### src/rtl/read_preamble_detect.sv
// Read-path preamble detector: finds the read preamble on sampled DQS, then captures one BL8/BL16 burst.
// Define READ_INTERAMBLE_EN to support seamless and short-interamble back-to-back reads.
module read_preamble_detect #(
  parameter int DQ_W        = 8,
  parameter int TIMEOUT_CYC = 16
) (
  input  logic              clk_i,
  input  logic              rst_i,
  input  logic              rd_en_i,
  input  logic [7:0]        pre_pattern_i,
  input  logic              burst_eight_i,
  input  logic [1:0]        dqs_bits_i,
  input  logic [2*DQ_W-1:0] dq_i,
  output logic [2*DQ_W-1:0] data_o,
  output logic              data_valid_o,
  output logic              burst_done_o,
  output logic              preamble_err_o,
  output logic              busy_o
);

  typedef enum logic [1:0] {IDLE, SEARCH, DATA} state_e;

  localparam logic [7:0] TIMEOUT_LAST = 8'(TIMEOUT_CYC - 1);

  state_e            state_q, state_d;
  logic [7:0]        sr_q, sr_d;
  logic [7:0]        srch_cnt_q, srch_cnt_d;
  logic [2:0]        beat_q, beat_d;
  logic              bl8_q, bl8_d;
  logic [2*DQ_W-1:0] data_q, data_d;
  logic              valid_q, valid_d;
  logic              done_q, done_d;
  logic              err_q, err_d;

  // Pattern pairs compared ahead of the trailing 00; doubles as the minimum pair count.
  logic [2:0]        match_g;
  logic [3:0]        shamt;
  logic [9:0]        cand, target, mask;
  logic              match, timeout, last_beat;

`ifdef READ_INTERAMBLE_EN
  logic [3:0]        gap_cnt_q, gap_cnt_d;
  logic [2:0]        match_g_q, match_g_d;
  assign match_g = match_g_q;
`else
  assign match_g = 3'd4;
`endif

  assign cand      = {sr_q, dqs_bits_i};
  assign target    = {pre_pattern_i, 2'b00};
  assign shamt     = {match_g, 1'b0} + 4'd2;
  assign mask      = ~(10'h3FF << shamt);
  assign match     = (((cand ^ target) & mask) == 10'd0) && (srch_cnt_q >= {5'd0, match_g});
  assign timeout   = (srch_cnt_q == TIMEOUT_LAST);
  assign last_beat = (beat_q == (bl8_q ? 3'd3 : 3'd7));

  always_ff @(posedge clk_i or negedge rst_i) begin
    if (!rst_i) begin
      state_q    <= IDLE;
      sr_q       <= '0;
      srch_cnt_q <= '0;
      beat_q     <= '0;
      bl8_q      <= 1'b0;
      data_q     <= '0;
      valid_q    <= 1'b0;
      done_q     <= 1'b0;
      err_q      <= 1'b0;
`ifdef READ_INTERAMBLE_EN
      gap_cnt_q  <= '0;
      match_g_q  <= 3'd4;
`endif
    end else begin
      state_q    <= state_d;
      sr_q       <= sr_d;
      srch_cnt_q <= srch_cnt_d;
      beat_q     <= beat_d;
      bl8_q      <= bl8_d;
      data_q     <= data_d;
      valid_q    <= valid_d;
      done_q     <= done_d;
      err_q      <= err_d;
`ifdef READ_INTERAMBLE_EN
      gap_cnt_q  <= gap_cnt_d;
      match_g_q  <= match_g_d;
`endif
    end
  end

  always_comb begin
    state_d    = state_q;
    sr_d       = sr_q;
    srch_cnt_d = srch_cnt_q;
    beat_d     = beat_q;
    bl8_d      = bl8_q;
    data_d     = data_q;
    valid_d    = 1'b0;
    done_d     = 1'b0;
    err_d      = 1'b0;
`ifdef READ_INTERAMBLE_EN
    gap_cnt_d  = gap_cnt_q;
    match_g_d  = match_g_q;
`endif
    case (state_q)
      IDLE: begin
`ifdef READ_INTERAMBLE_EN
        if (gap_cnt_q != 4'hF) gap_cnt_d = gap_cnt_q + 4'd1;
`endif
        if (rd_en_i) begin
          state_d    = SEARCH;
          bl8_d      = burst_eight_i;
          sr_d       = '0;
          srch_cnt_d = '0;
`ifdef READ_INTERAMBLE_EN
          match_g_d  = (gap_cnt_q >= 4'd1 && gap_cnt_q <= 4'd4) ? gap_cnt_q[2:0] : 3'd4;
`endif
        end
      end
      SEARCH: begin
        sr_d = cand[7:0];
        if (srch_cnt_q != 8'hFF) srch_cnt_d = srch_cnt_q + 8'd1;
        if (match) begin
          state_d = DATA;
          beat_d  = '0;
        end else if (timeout) begin
          state_d = IDLE;
          err_d   = 1'b1;
        end
      end
      DATA: begin
        data_d  = dq_i;
        valid_d = 1'b1;
        beat_d  = beat_q + 3'd1;
        if (last_beat) begin
          done_d  = 1'b1;
          state_d = IDLE;
          beat_d  = '0;
`ifdef READ_INTERAMBLE_EN
          // The done cycle is gap 1; a read issued on this last beat is gap 0 and runs seamlessly.
          gap_cnt_d = 4'd1;
          if (rd_en_i) begin
            state_d = DATA;
            bl8_d   = burst_eight_i;
          end
`endif
        end
      end
      default: state_d = IDLE;
    endcase
  end

  assign data_o         = data_q;
  assign data_valid_o   = valid_q;
  assign burst_done_o   = done_q;
  assign preamble_err_o = err_q;
  assign busy_o         = (state_q != IDLE);

endmodule

### config.mk
export PLATFORM = sky130hd
export DESIGN_NAME = read_preamble_detect
export DESIGN_NICKNAME = d
export VERILOG_FILES = /design/src/rtl/read_preamble_detect.sv
export SDC_FILE = /design/constraint.sdc
export NUM_CORES = 1
export LEC_CHECK = 0
export ABC_AREA = 1
export CORE_MARGIN = 2
export CORE_UTILIZATION = 51
export CTS_BUF_LIST = sky130_fd_sc_hd__clkbuf_4 sky130_fd_sc_hd__clkbuf_8
export DETAILED_ROUTE_END_ITERATION = 12
export GPL_TIMING_DRIVEN = 0
export PLACE_DENSITY = 0.83
export SLEW_MARGIN = 20
export SYNTH_ARGS = -nofsm -noshare
export SYNTH_HDL_FRONTEND = slang
export SYNTH_SLANG_ARGS = --single-unit
### constraint.sdc
create_clock -name clk_i -period 1.7 [get_ports clk_i]
set_input_delay 0.34 -clock clk_i [delete_from_list [all_inputs] [get_ports clk_i]]
set_output_delay 0.34 -clock clk_i [all_outputs]
set_load 0.005 [all_outputs]
== Yosys cells after proc, flatten, opt, wreduce, memory -nomap -nowiden ==
Cells that the tools add are included.

* Add/subtract/negate cells: 2
* $mul: 0
* Divide/modulo/power cells: 0
* Magnitude comparators: 1
* Equality and inequality tests: 10
* Shift operators: 0
* Mux-type cells: 19
* Bitwise operators: 1
* Reductions and logical operators: 11

{| class="wikitable"
|+ Operators with widths
! kind !! number
|-
| $pmux W8 S2 || 2
|-
| $mux W8 || 2
|-
| $logic_not A10 Y1 || 1
|-
| $xor A10 B10 Y10 || 1
|-
| $mux W3 || 3
|-
| $add A8 B1 Y8 const B || 1
|-
| $eq A8 B4 Y1 const B || 1
|-
| $ge A8 B3 Y1 const B || 1
|-
| $mux W2 || 4
|-
| $ne A2 B2 Y1 const B || 4
|-
| $ne A8 B8 Y1 const B || 1
|-
| $mux W1 || 6
|-
| $pmux W2 S3 || 1
|-
| $pmux W3 S2 || 1
|-
| $reduce_and A2 Y1 || 3
|-
| $reduce_and A3 Y1 || 2
|-
| $reduce_bool A2 Y1 || 3
|-
| $add A3 B1 Y3 const B || 1
|-
| $eq A3 B3 Y1 || 1
|-
| $ne A3 B3 Y1 const B || 1
|-
| $eq A2 B1 Y1 const B || 1
|-
| $eq A2 B2 Y1 const B || 1
|-
| $logic_not A2 Y1 || 1
|-
| $logic_and A1 B1 Y1 || 1
|}

* Flip-flop bits (word level): 41
* Latch bits: 0
* RAM bits: 0
* Memory bits (read-only): 0
* Memories kept: 0

== Longest topological paths before layout ==
Gate-level depths: netlist of run 1.

* Word-level depth: 5
* Depth in mapped cells: 9

== Worst setup path before layout of run 1 ==
No wires, ideal clock.

* Path kind: reg-to-reg
* From: register srch_cnt_q[0]
* To: register srch_cnt_q[1]
* Arrival time: 1.147 ns
* Data required time: 1.579 ns
* Setup slack: 0.433 ns
* Cell stages (with the launch flop): 9
* Path buffers: 0
* Clock period less this slack: 1.267 ns
* Cell sequence: dfrtp_1 > ha_1 > nand3_2 > nor3_4 > nand2_2 > nand2_4 > inv_4 > nand3_1 > o21ai_1

* Cells in the longest elaborated chain, start to end: 3
* Elaborated cells between the ends (all ways): 6

{| class="wikitable"
|+ Ends and longest elaborated chain
! item !! line !! RTL
|-
| start, declared || 27 || <nowiki>logic [7:0] srch_cnt_q, srch_cnt_d;</nowiki>
|-
| start signal, assigned || 75 || <nowiki>srch_cnt_q <= srch_cnt_d;</nowiki>
|-
| $add A8 B1 Y8 or $ne A8 B8 Y1 (tied branches) || 120 || <nowiki>if (srch_cnt_q != 8'hFF) srch_cnt_d = srch_cnt_q + 8'd1;</nowiki>
|-
| $mux W8 or $ne A2 B2 Y1 (tied branches) || -- ||
|-
| $pmux W8 S2 or $reduce_and A3 Y1 (tied branches) || -- ||
|}

Several ways; a longest one is shown, not always the timed one. The select of a mux whose other input is x is not followed.
A chain may end at the register's enable or synchronous reset.

== Worst setup path in the final report of run 1 ==
* From: register data_q[4], in the netlist data_o[4]
* To: output data_o[4]

{| class="wikitable"
|+ RTL lines
! item !! line !! RTL
|-
| start, declared || 30 || <nowiki>logic [2*DQ_W-1:0] data_q, data_d;</nowiki>
|-
| start signal, assigned || 78 || <nowiki>data_q <= data_d;</nowiki>
|-
| end, declared || 14 || <nowiki>output logic [2*DQ_W-1:0] data_o,</nowiki>
|}

No word-level cell between the ends.

==> impl_metrics.csv, run 1 <==
group,metric,value,unit
run_status,outcome,"finished, final reports clean",
timing,maxSlewViolCount,0,
layout,final_design_area_no_fill,2670,um^2
synth,number_of_synthesis_warnings,0,
clock_network,cts-root-to-sink-buffers,2,
placement,detailed_place_hpwl,3000,um
route,wirelength,4020,um
global_routing,largest_net_degree_at_the_start_of_global_routing,22,
synth,yosys_register_bits,41,
timing,min_period,1.50,ns
clock_network,tritoncts.num_buffers,5,
power_and_ir_drop,total_leakage_power,0.00132,uW
clock_network,cts.htree.levels,2,
power_and_ir_drop,combPwrFrac,0.382,
floorplan,core_region_area,3720,um^2
worst_setup_path,critical_path.max_fanout,2,
timing,tightestPinTransition,0.511,ns
power_and_ir_drop,power_density,1280,nW/um^2
route,post-route-drc-count,0,
layout,layout.nets,334,
power_and_ir_drop,seq_power_share,0.430,
placement,placedInstanceArea,2560,um^2
layout,final-seq-area,1030,um^2
timing,final_critical_path_setup_slack,0.200,ns
worst_setup_path,cp_data_arrival_time,1.16,ns
floorplan,die_y_extent,66.5,um
route,viasPerCell,4.84,
worst_setup_path,cp_slowest_stage_delay,0.51,ns
worst_setup_path,critical_path_required,1.36,ns
synth,synth_commonest_cells,"88 x nand2_1, 41 x dfrtp_1, 30 x inv_1, 16 x nand3_1, 16 x nor2_1",
worst_setup_path,timing.reg2reg.setup_slack,0.29,ns
global_routing,antenna_found_initial,0,
clock_network,insertion_delay_of_the_later_clocked_pin_in_the_worst_skew_pair,0.29,ns
global_routing,grt.overflow.total,0,
floorplan,die-area,4420,um^2
timing,final_setup_violation_count,0,
placement,gpl.final_weighted_congestion,0.849,
timing,hold_viol,0,
placement,place_inst,341,
timing,relSlewSlack,0.659,
route,route.vias.total,1689,
clock_network,number_of_hold_buffers_added_after_cts,0,
worst_setup_path,timing.critical_path.to_type,"output port",
worst_setup_path,crit_cells,1,
synth,synth_area_leader_cell,"dfrtp_1",
synth,ys_flop_type,"dfrtp_1",
floorplan,rows,22,
worst_hold_path,hold_path_class,"input port to asynchronous set/reset pin",
worst_setup_path,end_point_of_the_critical_path,"data_o[4]",
route,wl_per_cell,11.5,um
synth,seq_area_frac_synth,0.515,
worst_setup_path,worstPathCellList,"clkdlybuf4s50_1",
synth,synth.distinct_cells,31,
worst_setup_path,timing.rr.end,"srch_cnt_q[1]$_DFFE_PN0P_",
synth,async_set_reset_flop_share_out_of_synthesis,1.00,
timing,min_period_over_period,0.883,
clock_network,tritoncts,"done",
synth,post_synthesis_net_count,276,
layout,syn2layout_area_growth,33.8,%
power_and_ir_drop,share_of_total_power_in_the_clock_network,0.188,
synth,syn-instance-count,243,
global_routing,grt_pass1_vias,1724,
placement,io_buffers,49,
route,detail-route-antenna-nets,0,
layout,multi_input_area,812,um^2
power_and_ir_drop,cell_internal_power,2210,uW
synth,synth_area_leaders,"dfrtp_1 52%, nand2_1 17%, inv_1 5.7%",
synth,mappedNetlistArea,1990,um^2
global_routing,groute.usage.overall,0.214,
layout,post-route-util,0.717,
synth,yosys.area.top_type_share,0.515,
synth,synth_edf_count,0,
layout,antenna_cells_inserted,0,
global_routing,grt_pass1_wl,7180,um
worst_setup_path,critPathKind,"register to output port",
floorplan,initial_core_util,0.536,
floorplan,die-width,66.5,um
power_and_ir_drop,power.switching,1220,uW
worst_setup_path,critical_path.top_delay_family,"buffers and inverters",
worst_setup_path,start_kind,"register",
synth,post-synth-top-count-cell,"nand2_1",
worst_setup_path,cp_slowest_cell,"clkdlybuf4s50_1",
clock_network,clk_pin_slew,0.08,ns
clock_network,root_buffer_selected_by_cts,"clkbuf_8",
clock_network,cts.sinks,41,
route,detailedRoute.firstPassIterationCount,5,
route,drt_iter0_markers,155,
power_and_ir_drop,total_power,3420,uW
job,max_cap_violations,0,
timing,skew,0.00853,ns
layout,final_cell_count_no_fill,349,
layout,layout-drive-gt1-share,0.0930,
power_and_ir_drop,vdd.ir_drop.worst,0.650,mV
timing,rsz0062_at_grt,"false",
worst_setup_path,critPathBufInv,1,
layout,fillers,296,
power_and_ir_drop,switching_share,0.355,
worst_setup_path,reg2reg_from,"srch_cnt_q[1]$_DFFE_PN0P_",
worst_setup_path,setup.worst_path.start,"data_o[4]$_DFFE_PN0P_",
worst_setup_path,reg2reg_depth,8,
placement,placement.setup.worst_slack,0.0152,ns
floorplan,num_io_pins,50,
synth,synth_area_per_cell,8.20,um^2
timing,fmax,666,MHz
-- cells by family after synthesis --
| family | count (synthesis) | synth area share |
|---|---|---|
| and+or+nand+nor | 136 | 0.303 |
| DFF | 41 | 0.515 |
| buffers and inverters | 38 | 0.0773 |
| AOI/OAI and AO/OA | 20 | 0.0634 |
| xor gates and xnor gates | 5 | 0.0220 |
| adders and majority gates | 3 | 0.0188 |
-- through the flow --
step                      hold slack [ns]  TNS, ns
final                              0.0114        0
after detailed placement            0.334        0
after global placement              0.455   -29.78
after global routing               0.0340        0
after floorplan                    0.0444        0
after CTS                          0.0137        0
-- sequential cells by signal (all words and copies together), names as in the netlist --
name,flops
data_o,16
sr_q,8
srch_cnt_q,8
beat_q,3
state_q,2
bl8_q,1
burst_done_o,1
data_valid_o,1
preamble_err_o,1
-- cell usage in the layout (no fill, tap or decap), types with 4 or more instances in the layout --
master / instances
nand2_1: 88
nor2_1: 16
nand3_1: 16
o22ai_1: 9
clkbuf_8: 6
clkdlybuf4s50_1: 47
o21ai_0: 4
buf_2: 4
inv_1: 29
dfrtp_1: 41
-- timing repair --
| item | CTS | global route |
|---|---|---|
| gates resized for setup | 1 | 1 |
| setup endpoints to repair | 1 | 1 |
| setup buffers | 1 | 0 |
| hold endpoints to repair | 0 | 0 |
-- layout make-up --
| class | instances | share of cell area |
|---|---|---|
| Timing Repair Buffer | 51 | 0.196 |
| Tap cell | 48 | 0.0225 |
| Clock buffer | 7 | 0.0338 |
| Inverter | 33 | 0.0493 |
| Sequential cell | 41 | 0.385 |
| Multi-Input combinational cell | 164 | 0.305 |
| Buffer | 5 | 0.00845 |
-- worst min-delay path by stage --
stage / cells after the start / to / from
finish: 1 / sr_q[1]$_DFFE_PN0P_ / rst_i
global route: 1 / sr_q[1]$_DFFE_PN0P_ / rst_i
CTS: 1 / sr_q[1]$_DFFE_PN0P_ / rst_i
detailed placement: 1 / sr_q[1]$_DFFE_PN0P_ / rst_i
global placement: 2 / data_o[2]$_DFFE_PN0P_ / data_o[2]$_DFFE_PN0P_
floorplan: 0 / beat_q[0]$_DFFE_PN0P_ / rst_i
-- layer usage --
metal | vias to the layer above | part of all wire | global-route usage | routed length (um)
li1 | 870 | - | - | -
met1 | 769 | 0.44 | 0.259 | 1770
met2 | 46 | 0.49 | 0.373 | 1970
met3 | 4 | 0.063 | 0.0524 | 252
met4 | 0 | 0.0067 | 0.0689 | 27
met5 | - | 0 | 0 | 0
-- power by group through the flow --
stage	clock, uW	sequential [uW]	combinational (uW)
floorplan	0	1450	858
global placement	0	1470	1270
finish	644	1470	1310
detailed placement	0	1480	1320
global route	716	1510	1510
CTS	668	1470	1330
Note: power is estimated with default switching activity, not from simulation.
==> run 2, diff against run 1 <==
Settings changed: SLEW_MARGIN 20 to unset.
==> impl_metrics.csv, run 2 (synthesis results as in run 1) <==
group,metric,value,unit
run_status,outcome,"finished, final reports clean",
layout,post-route-util,0.712,
route,drt_iter0_markers,99,
power_and_ir_drop,power_density,1310,nW/um^2
clock_network,cts.sinks,41,
worst_setup_path,critPathKind,"register to output port",
layout,final_design_area_no_fill,2650,um^2
timing,min_period,1.52,ns
worst_setup_path,critical_path.max_fanout,2,
worst_setup_path,start_kind,"register",
timing,tightestPinTransition,0.861,ns
worst_setup_path,timing.critical_path.to_type,"output port",
clock_network,tritoncts.num_buffers,5,
global_routing,grt_pass1_vias,1726,
route,detailedRoute.firstPassIterationCount,4,
global_routing,grt_pass1_wl,7250,um
worst_setup_path,critical_path_required,1.36,ns
layout,max_ffs_per_register,16,
timing,maxSlewViolCount,0,
floorplan,rows,22,
timing,fmax,658,MHz
floorplan,num_io_pins,50,
power_and_ir_drop,vdd.ir_drop.worst,0.980,mV
timing,min_period_over_period,0.894,
clock_network,clk_pin_slew,0.08,ns
route,post-route-drc-count,0,
placement,placedInstanceArea,2540,um^2
layout,syn2layout_area_growth,32.8,%
layout,antenna_cells_inserted,0,
clock_network,insertion_delay_of_the_later_clocked_pin_in_the_worst_skew_pair,0.29,ns
route,viasPerCell,4.78,
worst_setup_path,cp_slowest_cell,"clkdlybuf4s50_1",
global_routing,largest_net_degree_at_the_start_of_global_routing,42,
route,route.vias.total,1669,
power_and_ir_drop,total_leakage_power,0.00131,uW
layout,fillers,311,
job,max_cap_violations,0,
floorplan,die_y_extent,66.5,um
route,wirelength,3980,um
placement,detailed_place_hpwl,2900,um
layout,multi_input_area,812,um^2
layout,most_common_cell_after_layout_fill_and_taps_aside,"nand2_1",
timing,hold_viol,0,
layout,final-seq-area,1030,um^2
global_routing,grt.overflow.total,0,
timing,rsz0062_at_grt,"false",
worst_setup_path,worstPathCellList,"clkdlybuf4s50_1",
timing,relSlewSlack,0.426,
clock_network,cts-root-to-sink-buffers,2,
layout,layout_common_cells,"88 x nand2_1, 47 x clkdlybuf4s50_1, 41 x dfrtp_1, 29 x inv_1",
global_routing,groute.usage.overall,0.217,
global_routing,antenna_found_initial,0,
worst_setup_path,critPathBufInv,1,
floorplan,die-width,66.5,um
layout,layout-drive-gt1-share,0.0930,
placement,gpl.final_weighted_congestion,0.849,
worst_setup_path,cp_slowest_stage_delay,0.52,ns
clock_network,root_buffer_selected_by_cts,"clkbuf_8",
worst_hold_path,hold_path_class,"input port to asynchronous set/reset pin",
clock_network,cts.htree.levels,2,
worst_setup_path,critical_path.top_delay_family,"buffers and inverters",
timing,skew,0.00736,ns
route,detail-route-antenna-nets,0,
worst_setup_path,cp_data_arrival_time,1.18,ns
route,wl_per_cell,11.4,um
timing,final_setup_violation_count,0,
clock_network,tritoncts,"done",
placement,io_buffers,49,
timing,final_critical_path_setup_slack,0.181,ns
layout,layout.nets,333,
floorplan,initial_core_util,0.536,
placement,placement.setup.worst_slack,0.000435,ns
floorplan,core_region_area,3720,um^2
floorplan,die-area,4420,um^2
-- run 2: cell types whose count changed in the layout (fill, tap and decap cells not counted), sizes merged --
cell	delta
clkinv	+1
dlygate4sd2	+1
buf	-1
dlymetal6s2s	-1
-- run 2: what timing repair did --
item,in CTS,in global routing
gates resized for setup,2,0
hold buffers,0,0
setup endpoints to repair,1,0
buffers inserted,1,0
-- run 2: layout make-up --
class,count,share of cell area
clock buffers,7,0.0364
repair buffers,50,0.186
flip-flops and latches,41,0.388
inverters,33,0.0497
plain buffers,5,0.00851
multi-input cells,164,0.307
well taps,48,0.0227
clock inverters,1,0.00189
-- run 2: path summary, 6_finish.rpt --
path                                      startpoint                        end  slack (ns)  depth (start not counted)
min                                            rst_i        sr_q[1]$_DFFE_PN0P_        0.15                          1
min in group clk_i            data_o[15]$_DFFE_PN0P_     data_o[15]$_DFFE_PN0P_        0.48                          2
max in group asynchronous                      rst_i      beat_q[1]$_DFFE_PN0P_        1.00                          1
max reg2reg                srch_cnt_q[0]$_DFFE_PN0P_  srch_cnt_q[1]$_DFFE_PN0P_        0.28                          8
min reg2reg                   data_o[15]$_DFFE_PN0P_     data_o[15]$_DFFE_PN0P_        0.48                          2
max                            data_o[4]$_DFFE_PN0P_                  data_o[4]        0.18                          1
-- run 2: metal layers --
layer  share of wire  global-route usage  up-vias
met4           0.011              0.0612        0
met2            0.49               0.394       37
li1                -                   -      871
met1            0.43               0.246      756
met5               0                   0        -
met3           0.062              0.0642        5
-- run 2: through the flow --
| stage | hold slack [ns] | setup TNS, ns | total power (uW) | cells |
|---|---|---|---|---|
| 2_1_floorplan | 0.0444 | 0 | 2300 | 243 |
| 3_3_place_gp | 0.455 | -29.78 | 2740 | 340 |
| 3_5_place_dp | 0.461 | 0 | 2790 | 340 |
| 4_1_cts | 0.193 | 0 | 3490 | 349 |
| 5_1_grt | 0.231 | 0 | 3770 | 349 |
| 6_report | 0.150 | 0 | 3460 | 349 |
-- run 2: where the power goes --
group	leakage [uW]	internal (uW)	switching, uW
Sequential	0.000506	1260	199
Combinational	0.000749	592	708
Clock	0.0000542	367	330
Total	0.00131	2220	1240
